$ cat config.mk
export PLATFORM = sky130hd
export DESIGN_NAME = timer_control
export DESIGN_NICKNAME = d
export VERILOG_FILES = /design/src/rtl/timer_control.sv
export SDC_FILE = /design/constraint.sdc
export NUM_CORES = 1
export LEC_CHECK = 0
export BUFFER_PORTS_ARGS = -buffer_cell sky130_fd_sc_hd__buf_2
export CORE_MARGIN = 5
export CORE_UTILIZATION = 50
export DETAILED_ROUTE_END_ITERATION = 7
export PLACE_DENSITY = 0.72
export SYNTH_ARGS = -nofsm -noshare
export SYNTH_HDL_FRONTEND = slang
export SYNTH_SLANG_ARGS = --single-unit
$ cat constraint.sdc
create_clock -name clk -period 7.03 [get_ports clk]
set_input_delay 0.3515 -clock clk [delete_from_list [all_inputs] [get_ports clk]]
set_output_delay 0.3515 -clock clk [all_outputs]
set_load 0.005 [all_outputs]
$ cat src/rtl/timer_control.sv
// Countdown timer controller: mm:ss BCD entry, run/pause countdown, timed alarm.
// Buttons are one-cycle pulses resolved by priority clr > start > min > sec.
module timer_control #(
    parameter int unsigned CLK_HZ    = 100000000,
    parameter int unsigned ALARM_SEC = 10
) (
    input  logic       clk,
    input  logic       rst,
    input  logic       btn_min,
    input  logic       btn_sec,
    input  logic       btn_start,
    input  logic       btn_clr,
    output logic [3:0] min_tens,
    output logic [3:0] min_ones,
    output logic [3:0] sec_tens,
    output logic [3:0] sec_ones,
    output logic [1:0] state,
    output logic       running,
    output logic       alarm
);

    typedef enum logic [1:0] {
        StIdle  = 2'd0,
        StRun   = 2'd1,
        StPause = 2'd2,
        StAlarm = 2'd3
    } state_e;

    localparam int unsigned PreW = (CLK_HZ > 1) ? $clog2(CLK_HZ) : 1;
    localparam int unsigned AlmW = (ALARM_SEC > 1) ? $clog2(ALARM_SEC) : 1;
    localparam logic [PreW-1:0] PreMax = PreW'(CLK_HZ - 1);
    localparam logic [AlmW-1:0] AlmMax = AlmW'(ALARM_SEC - 1);

    state_e          state_q, state_d;
    logic [3:0]      min_tens_q, min_tens_d;
    logic [3:0]      min_ones_q, min_ones_d;
    logic [3:0]      sec_tens_q, sec_tens_d;
    logic [3:0]      sec_ones_q, sec_ones_d;
    logic [PreW-1:0] prescaler_q, prescaler_d;
    logic [AlmW-1:0] alarm_cnt_q, alarm_cnt_d;
    logic            running_q, running_d;
    logic            alarm_q, alarm_d;

    logic tick;
    logic time_zero;
    logic time_one;
    logic any_btn;

    assign tick      = ((state_q == StRun) || (state_q == StAlarm)) && (prescaler_q == PreMax);
    assign time_zero = (min_tens_q == 4'd0) && (min_ones_q == 4'd0) &&
                       (sec_tens_q == 4'd0) && (sec_ones_q == 4'd0);
    assign time_one  = (min_tens_q == 4'd0) && (min_ones_q == 4'd0) &&
                       (sec_tens_q == 4'd0) && (sec_ones_q == 4'd1);
    assign any_btn   = btn_clr | btn_start | btn_min | btn_sec;

    always_comb begin
        state_d     = state_q;
        min_tens_d  = min_tens_q;
        min_ones_d  = min_ones_q;
        sec_tens_d  = sec_tens_q;
        sec_ones_d  = sec_ones_q;
        prescaler_d = prescaler_q;
        alarm_cnt_d = alarm_cnt_q;

        unique case (state_q)
            StIdle: begin
                if (btn_clr) begin
                    min_tens_d = 4'd0;
                    min_ones_d = 4'd0;
                    sec_tens_d = 4'd0;
                    sec_ones_d = 4'd0;
                end else if (btn_start) begin
                    if (!time_zero) begin
                        state_d     = StRun;
                        prescaler_d = '0;
                    end
                end else if (btn_min) begin
                    if (min_ones_q == 4'd9) begin
                        min_ones_d = 4'd0;
                        min_tens_d = (min_tens_q == 4'd9) ? 4'd0 : min_tens_q + 4'd1;
                    end else begin
                        min_ones_d = min_ones_q + 4'd1;
                    end
                end else if (btn_sec) begin
                    // Seconds wrap 59 -> 00 without touching minutes.
                    if (sec_ones_q == 4'd9) begin
                        sec_ones_d = 4'd0;
                        sec_tens_d = (sec_tens_q == 4'd5) ? 4'd0 : sec_tens_q + 4'd1;
                    end else begin
                        sec_ones_d = sec_ones_q + 4'd1;
                    end
                end
            end

            StRun: begin
                if (btn_clr) begin
                    state_d     = StIdle;
                    min_tens_d  = 4'd0;
                    min_ones_d  = 4'd0;
                    sec_tens_d  = 4'd0;
                    sec_ones_d  = 4'd0;
                    prescaler_d = '0;
                end else if (btn_start) begin
                    state_d = StPause;
                end else if (tick) begin
                    prescaler_d = '0;
                    if (time_one) begin
                        state_d     = StAlarm;
                        sec_ones_d  = 4'd0;
                        alarm_cnt_d = '0;
                    end else if (sec_ones_q != 4'd0) begin
                        sec_ones_d = sec_ones_q - 4'd1;
                    end else if (sec_tens_q != 4'd0) begin
                        sec_tens_d = sec_tens_q - 4'd1;
                        sec_ones_d = 4'd9;
                    end else begin
                        // ss == 00: borrow a minute.
                        sec_tens_d = 4'd5;
                        sec_ones_d = 4'd9;
                        if (min_ones_q != 4'd0) begin
                            min_ones_d = min_ones_q - 4'd1;
                        end else begin
                            min_ones_d = 4'd9;
                            min_tens_d = min_tens_q - 4'd1;
                        end
                    end
                end else begin
                    prescaler_d = prescaler_q + 1'b1;
                end
            end

            StPause: begin
                if (btn_clr) begin
                    state_d     = StIdle;
                    min_tens_d  = 4'd0;
                    min_ones_d  = 4'd0;
                    sec_tens_d  = 4'd0;
                    sec_ones_d  = 4'd0;
                    prescaler_d = '0;
                end else if (btn_start) begin
                    // Prescaler keeps its partial count across the pause.
                    state_d = StRun;
                end
            end

            StAlarm: begin
                if (any_btn) begin
                    state_d     = StIdle;
                    prescaler_d = '0;
                    alarm_cnt_d = '0;
                end else if (tick) begin
                    prescaler_d = '0;
                    if (alarm_cnt_q == AlmMax) begin
                        state_d     = StIdle;
                        alarm_cnt_d = '0;
                    end else begin
                        alarm_cnt_d = alarm_cnt_q + 1'b1;
                    end
                end else begin
                    prescaler_d = prescaler_q + 1'b1;
                end
            end
        endcase

        running_d = (state_d == StRun);
        alarm_d   = (state_d == StAlarm);
    end

    always_ff @(posedge clk) begin
        if (rst) begin
            state_q     <= StIdle;
            min_tens_q  <= 4'd0;
            min_ones_q  <= 4'd0;
            sec_tens_q  <= 4'd0;
            sec_ones_q  <= 4'd0;
            prescaler_q <= '0;
            alarm_cnt_q <= '0;
            running_q   <= 1'b0;
            alarm_q     <= 1'b0;
        end else begin
            state_q     <= state_d;
            min_tens_q  <= min_tens_d;
            min_ones_q  <= min_ones_d;
            sec_tens_q  <= sec_tens_d;
            sec_ones_q  <= sec_ones_d;
            prescaler_q <= prescaler_d;
            alarm_cnt_q <= alarm_cnt_d;
            running_q   <= running_d;
            alarm_q     <= alarm_d;
        end
    end

    assign min_tens = min_tens_q;
    assign min_ones = min_ones_q;
    assign sec_tens = sec_tens_q;
    assign sec_ones = sec_ones_q;
    assign state    = state_q;
    assign running  = running_q;
    assign alarm    = alarm_q;

endmodule

-- Word level (Yosys, flattened, before mapping)
Cells that the tools add are included.
- reductions and logical operators: 22
- add/sub/neg operators: 10
- mux-type cells: 80
- bitwise logic cells: 3
- eq/ne operators: 33
- operator list (cell ; count):
    $mux W27 ; 8
    $mux W4 ; 53
    $pmux W27 S4 ; 1
    $pmux W4 S3 ; 4
    $ne A3 B3 Y1 const B ; 13
    $add A27 B1 Y27 const B ; 1
    $eq A27 B27 Y1 const B ; 1
    $mux W2 ; 12
    $add A4 B1 Y4 const B ; 5
    $eq A4 B4 Y1 const B ; 4
    $logic_not A4 Y1 ; 4
    $ne A2 B2 Y1 const B ; 8
    $sub A4 B1 Y4 const B ; 4
    $reduce_bool A4 Y1 ; 3
    $reduce_and A11 Y1 ; 1
    $reduce_and A10 Y1 ; 1
    $reduce_and A9 Y1 ; 1
    $pmux W2 S4 ; 1
    $pmux W4 S2 ; 1
    $reduce_and A7 Y1 ; 1
    $eq A2 B2 Y1 const B ; 3
    $reduce_and A6 Y1 ; 1
    $logic_and A1 B1 Y1 ; 5
    $reduce_and A5 Y1 ; 1
    8 further kinds ; 11
- input bits: 6
- register bits after elaboration: 51
- output and inout bits: 20
- word-level logic and storage cells: 157

-- Longest topological paths before layout
- word-level depth: 10
- mapped depth: 10
- mapped depth without buffers: 8

-- Worst setup path before layout
OpenSTA, ideal clock, no wires.
- path type: reg2reg
- from: reg min_ones_q[0], in the netlist min_ones[0]
- to: reg alarm_cnt_q[3]
- period minus slack after synthesis: 2608 ps
- path buffers: 0
- slack: 4422 ps
- library setup time: 132 ps
- required time: 6898 ps
- arrival time: 2476 ps
- stages on the path, launching flop included: 9
- cells stage by stage: dfxtp_1 inv_1 ha_1 or3b_2 or4_1 nor4_2 o22ai_1 o21ai_0 a21oi_1
- word-level cells in the longest chain between the ends: 6
- ends and longest elaborated chain (item ; line ; text):
    start, declared ; 36 ; logic [3:0] min_ones_q, min_ones_d;
    start signal, assigned ; 183 ; min_ones_q <= min_ones_d;
    $logic_not A4 Y1 ; 52 ; assign time_one = (min_tens_q == 4'd0) && (min_ones_q == 4'd0) &&
    $logic_and A1 B1 Y1 (2 in series) ; 52 ;
    $logic_and A1 B1 Y1 ; 53 ; (sec_tens_q == 4'd0) && (sec_ones_q == 4'd1);
    $ne A2 B2 Y1 (no source line) ; n/a ;
    $reduce_and A6 Y1 (no source line) ; n/a ;
    end signal, assigned ; 187 ; alarm_cnt_q <= alarm_cnt_d;
    end, declared ; 40 ; logic [AlmW-1:0] alarm_cnt_q, alarm_cnt_d;
Every way passes these cells.
A chain may end at the register's enable or synchronous reset.

-- Final worst setup path
- from: reg prescaler_q[0]
- to: reg prescaler_q[21]
- word-level cells in the longest chain between the ends: 6
- elaborated cells on any way between the ends: 8
- classes of those cells: 1 x add/sub; 1 x eq/ne; 5 x mux; 1 x reduce/logical
- ends and longest elaborated chain (item ; line ; text):
    start, declared ; 39 ; logic [PreW-1:0] prescaler_q, prescaler_d;
    start signal, assigned ; 186 ; prescaler_q <= prescaler_d;
    branches (longest 2 deep; another with $add A27 B1 Y27) ; n/a ;
    $mux W27 (*) ; 105, 151 ;
    $mux W27 ; 103 ; end else if (btn_start) begin
    $mux W27 ; 96 ; if (btn_clr) begin
    $pmux W27 S4 (*) ; 65 ; unique case (state_q)
Every way passes the cells marked *. The select of a mux whose other input is x is not followed.

==> impl_metrics.json <==
{
  "outcome": "completed",
  "p_clk_share_pct": 23.3,
  "yosysSeqAreaShare_pct": 30.8,
  "pwr-share-seq_pct": 42.7,
  "drc_errors": 0,
  "switchingPower_uw": 294,
  "synthesis.nets": 432,
  "min_period_over_period_pct": 46.0,
  "drtIter0Drc": 213,
  "skew_ns": 0.0134,
  "num-nets-final": 449,
  "setup_viol": 0,
  "synthCells": 404,
  "path_buf_inv": 0,
  "die_x_um": 91.4,
  "routed_via_density": 6.07,
  "start_util_pct": 51.9,
  "path_class": "reg -> reg",
  "cts_setup_buffers": 0,
  "cp.arrival_ns": 3.40,
  "syn_area_um2": 3320,
  "antenna_found_initial": 0,
  "gp_congestion": 0.870,
  "grt_pass1_vias": 2741,
  "seqCellArea_um2": 1020,
  "io_pins": 26,
  "async_reset_ff_share_pct": 0,
  "drv_slew": 0,
  "critPathTopFamily": "simple AND/OR/NAND/NOR gates",
  "synth_edf_count": 0,
  "hold_path_depth": 2,
  "p_per_area_nw_per_um2": 219,
  "clkTransAtPathRegs_ns": 0.11,
  "worst_slew_pin_slew_ns": 1.14,
  "avgSynthCellArea_um2": 8.21,
  "fin_crit_ns": 3.23,
  "die_area_um2": 8360,
  "grt_use_total_pct": 18.0,
  "tritoncts": "done",
  "die_h_um": 91.4,
  "ir_worst_vdd_mv": 0.130,
  "cp_slowest_stage_delay_ns": 0.84,
  "vias": 3030,
  "dp_hpwl_um": 5400,
  "synthToLayoutAreaGrowth_pct": 7.40,
  "rows": 29,
  "layout-drive-gt1-share_pct": 12.3,
  "num_antenna_cells": 0,
  "cp_num_cells": 7,
  "cts.sink_count": 51,
  "finalWirelength_um": 7580,
  "final_cell_mix": "nor2_1 (54), dfxtp_1 (51), buf_2 (25), a21oi_1 (24)",
  "dr.pass1.iters": 5,
  "worstPathRequired_ns": 7.19,
  "hp-class": "in -> reg",
  "cap_viol_max_count": 0,
  "cts-resized-gates": 0,
  "fmax_mhz": 309,
  "grt_max_degree": 28,
  "finalSetupTns_ns": 0,
  "wl_per_cell_um": 15.2,
  "multi_input_area_um2": 2140,
  "crit_path_frequent_cell": "nor2_1",
  "cpMaxStageDelayCell": "o31ai_4",
  "coreArea_um2": 6390,
  "cts_root_buf": "clkbuf_8",
  "internal_power_uw": 485,
  "rsz0062_at_grt": "false",
  "synth_warnings": 0,
  "final_common_cell": "nor2_1",
  "worst_slew_margin_rel_pct": 23.8,
  "clk_latency_ns": 0.32,
  "reg2reg_depth": 7,
  "port_buffers": 25,
  "cp_max_fo": 27,
  "synth_flop_cell": "dfxtp_1",
  "clk_path_buf_depth": 2,
  "cp-end-kind": "register",
  "ys_ff_latch": 51,
  "htreeDepth": 2,
  "grt_first_pass_wirelength_um": 12800,
  "power_frac_comb_pct": 34.0,
  "synth_cell_type_count": 60,
  "sw_frac_of_total_pct": 37.8,
  "whs_ns": 0.444,
  "start_kind": "register",
  "numCtsBuffers": 5,
  "hold_viol_final": 0,
  "fillers": 593,
  "worstPathCellList": "ha_1 > or4b_1 > or4_4 > nor2_1 > a21oi_1 > o31ai_4 > nor2_1",
  "grt_overflow_total": 0,
  "drtAntennaViolNets": 0,
  "p_leak_nw": 1.35,
  "hold_buffers": 0
}
[per-stage QoR]
step	power [mW]	cell area [µm²]	util, %	setup WS (ns)	std cells
after floorplan	0.539	3320	-	4.42	404
after global placement	0.596	3470	54.3	3.89	491
after detailed placement	0.600	3470	54.3	3.78	491
after CTS	0.782	3560	55.8	3.77	499
after global routing	0.833	3560	55.8	3.58	499
final	0.779	3560	55.8	3.80	499
[path summary, 6_finish.rpt]
kind | endpoint | from | slack (ns)
worst max register to register | prescaler_q[21] | prescaler_q[0] | 3.80
worst min-delay path | min_tens[2] | rst | 0.44
worst max-delay path | prescaler_q[21] | prescaler_q[0] | 3.80
worst min register to register | alarm_cnt_q[3] | alarm_cnt_q[3] | 0.51
[layout make-up]
cell class                 count  share of cell area, %
tap                           77                   2.71
sequential                    51                   28.7
clock buffer                   5                   1.93
clock inverter                 3                  0.738
timing repair buffer          25                   3.51
multi-input combinational    316                   60.1
inverter                      22                   2.32
[state kept, by name, summed over array words and instances (netlist names)]
name,count
min_tens,4
min_ones,4
running,1
state,2
prescaler_q,27
sec_tens,4
alarm,1
sec_ones,4
alarm_cnt_q,4
[kinds of logic after synthesis]
kind of cell               count (synthesis)  share of synthesized area [%]
xor gates and xnor gates                  26                           6.87
muxes                                      1                          0.302
adders and majority gates                 22                           8.30
DFF                                       51                           30.8
buffers and inverters                     37                           4.64
AOI/OAI and AO/OA                         96                           21.6
and+or+nand+nor                          171                           27.5
[Yosys cell counts (2+ instances only)]
master,n,area [µm²]
a211oi_1,6,45.0
a21oi_1,24,120
a221oi_1,3,26.3
a22oi_1,2,15.0
a31oi_1,6,37.5
a32o_1,5,50.1
a41o_1,2,20.0
and2_1,4,25.0
and3_1,5,31.3
and4_1,3,26.3
buf_6,2,22.5
clkbuf_1,13,48.8
dfxtp_1,51,1020
ha_1,22,275
inv_1,21,78.8
nand2_1,20,75.1
nand2b_1,6,37.5
nand3_1,18,90.1
nand3b_1,4,30.0
nand4_1,12,75.1
nand4b_1,2,17.5
nor2_1,54,203
nor2b_1,7,43.8
nor3_1,12,60.1
nor4_1,4,25.0
o211ai_1,8,60.1
o21ai_0,9,45.0
o21bai_1,3,22.5
o221a_2,2,22.5
o221ai_1,6,52.6
o31ai_1,5,37.5
o32ai_1,2,17.5
or2_2,4,25.0
or3_1,3,18.8
or3b_2,4,35.0
or4_1,2,15.0
xnor2_1,4,35.0
xor2_1,22,193
[power groups by stage]
stage	sequential (mW)	combinational (mW)	clock (mW)
2_1_floorplan	0.336	0.203	0
3_3_place_gp	0.339	0.257	0
3_5_place_dp	0.339	0.261	0
4_1_cts	0.332	0.263	0.187
5_1_grt	0.336	0.297	0.200
6_report	0.333	0.265	0.182
[metal layers]
| layer | part of all wire (%) | global-route usage (%) | vias to the layer above |
|---|---|---|---|
| met5 | 0 | 0 | - |
| met4 | 1.3 | 5.62 | 0 |
| met1 | 48 | 25.0 | 1421 |
| met2 | 46 | 28.2 | 83 |
| met3 | 4.5 | 3.31 | 10 |
| li1 | - | - | 1516 |
Power figures use the tool's default switching activity.
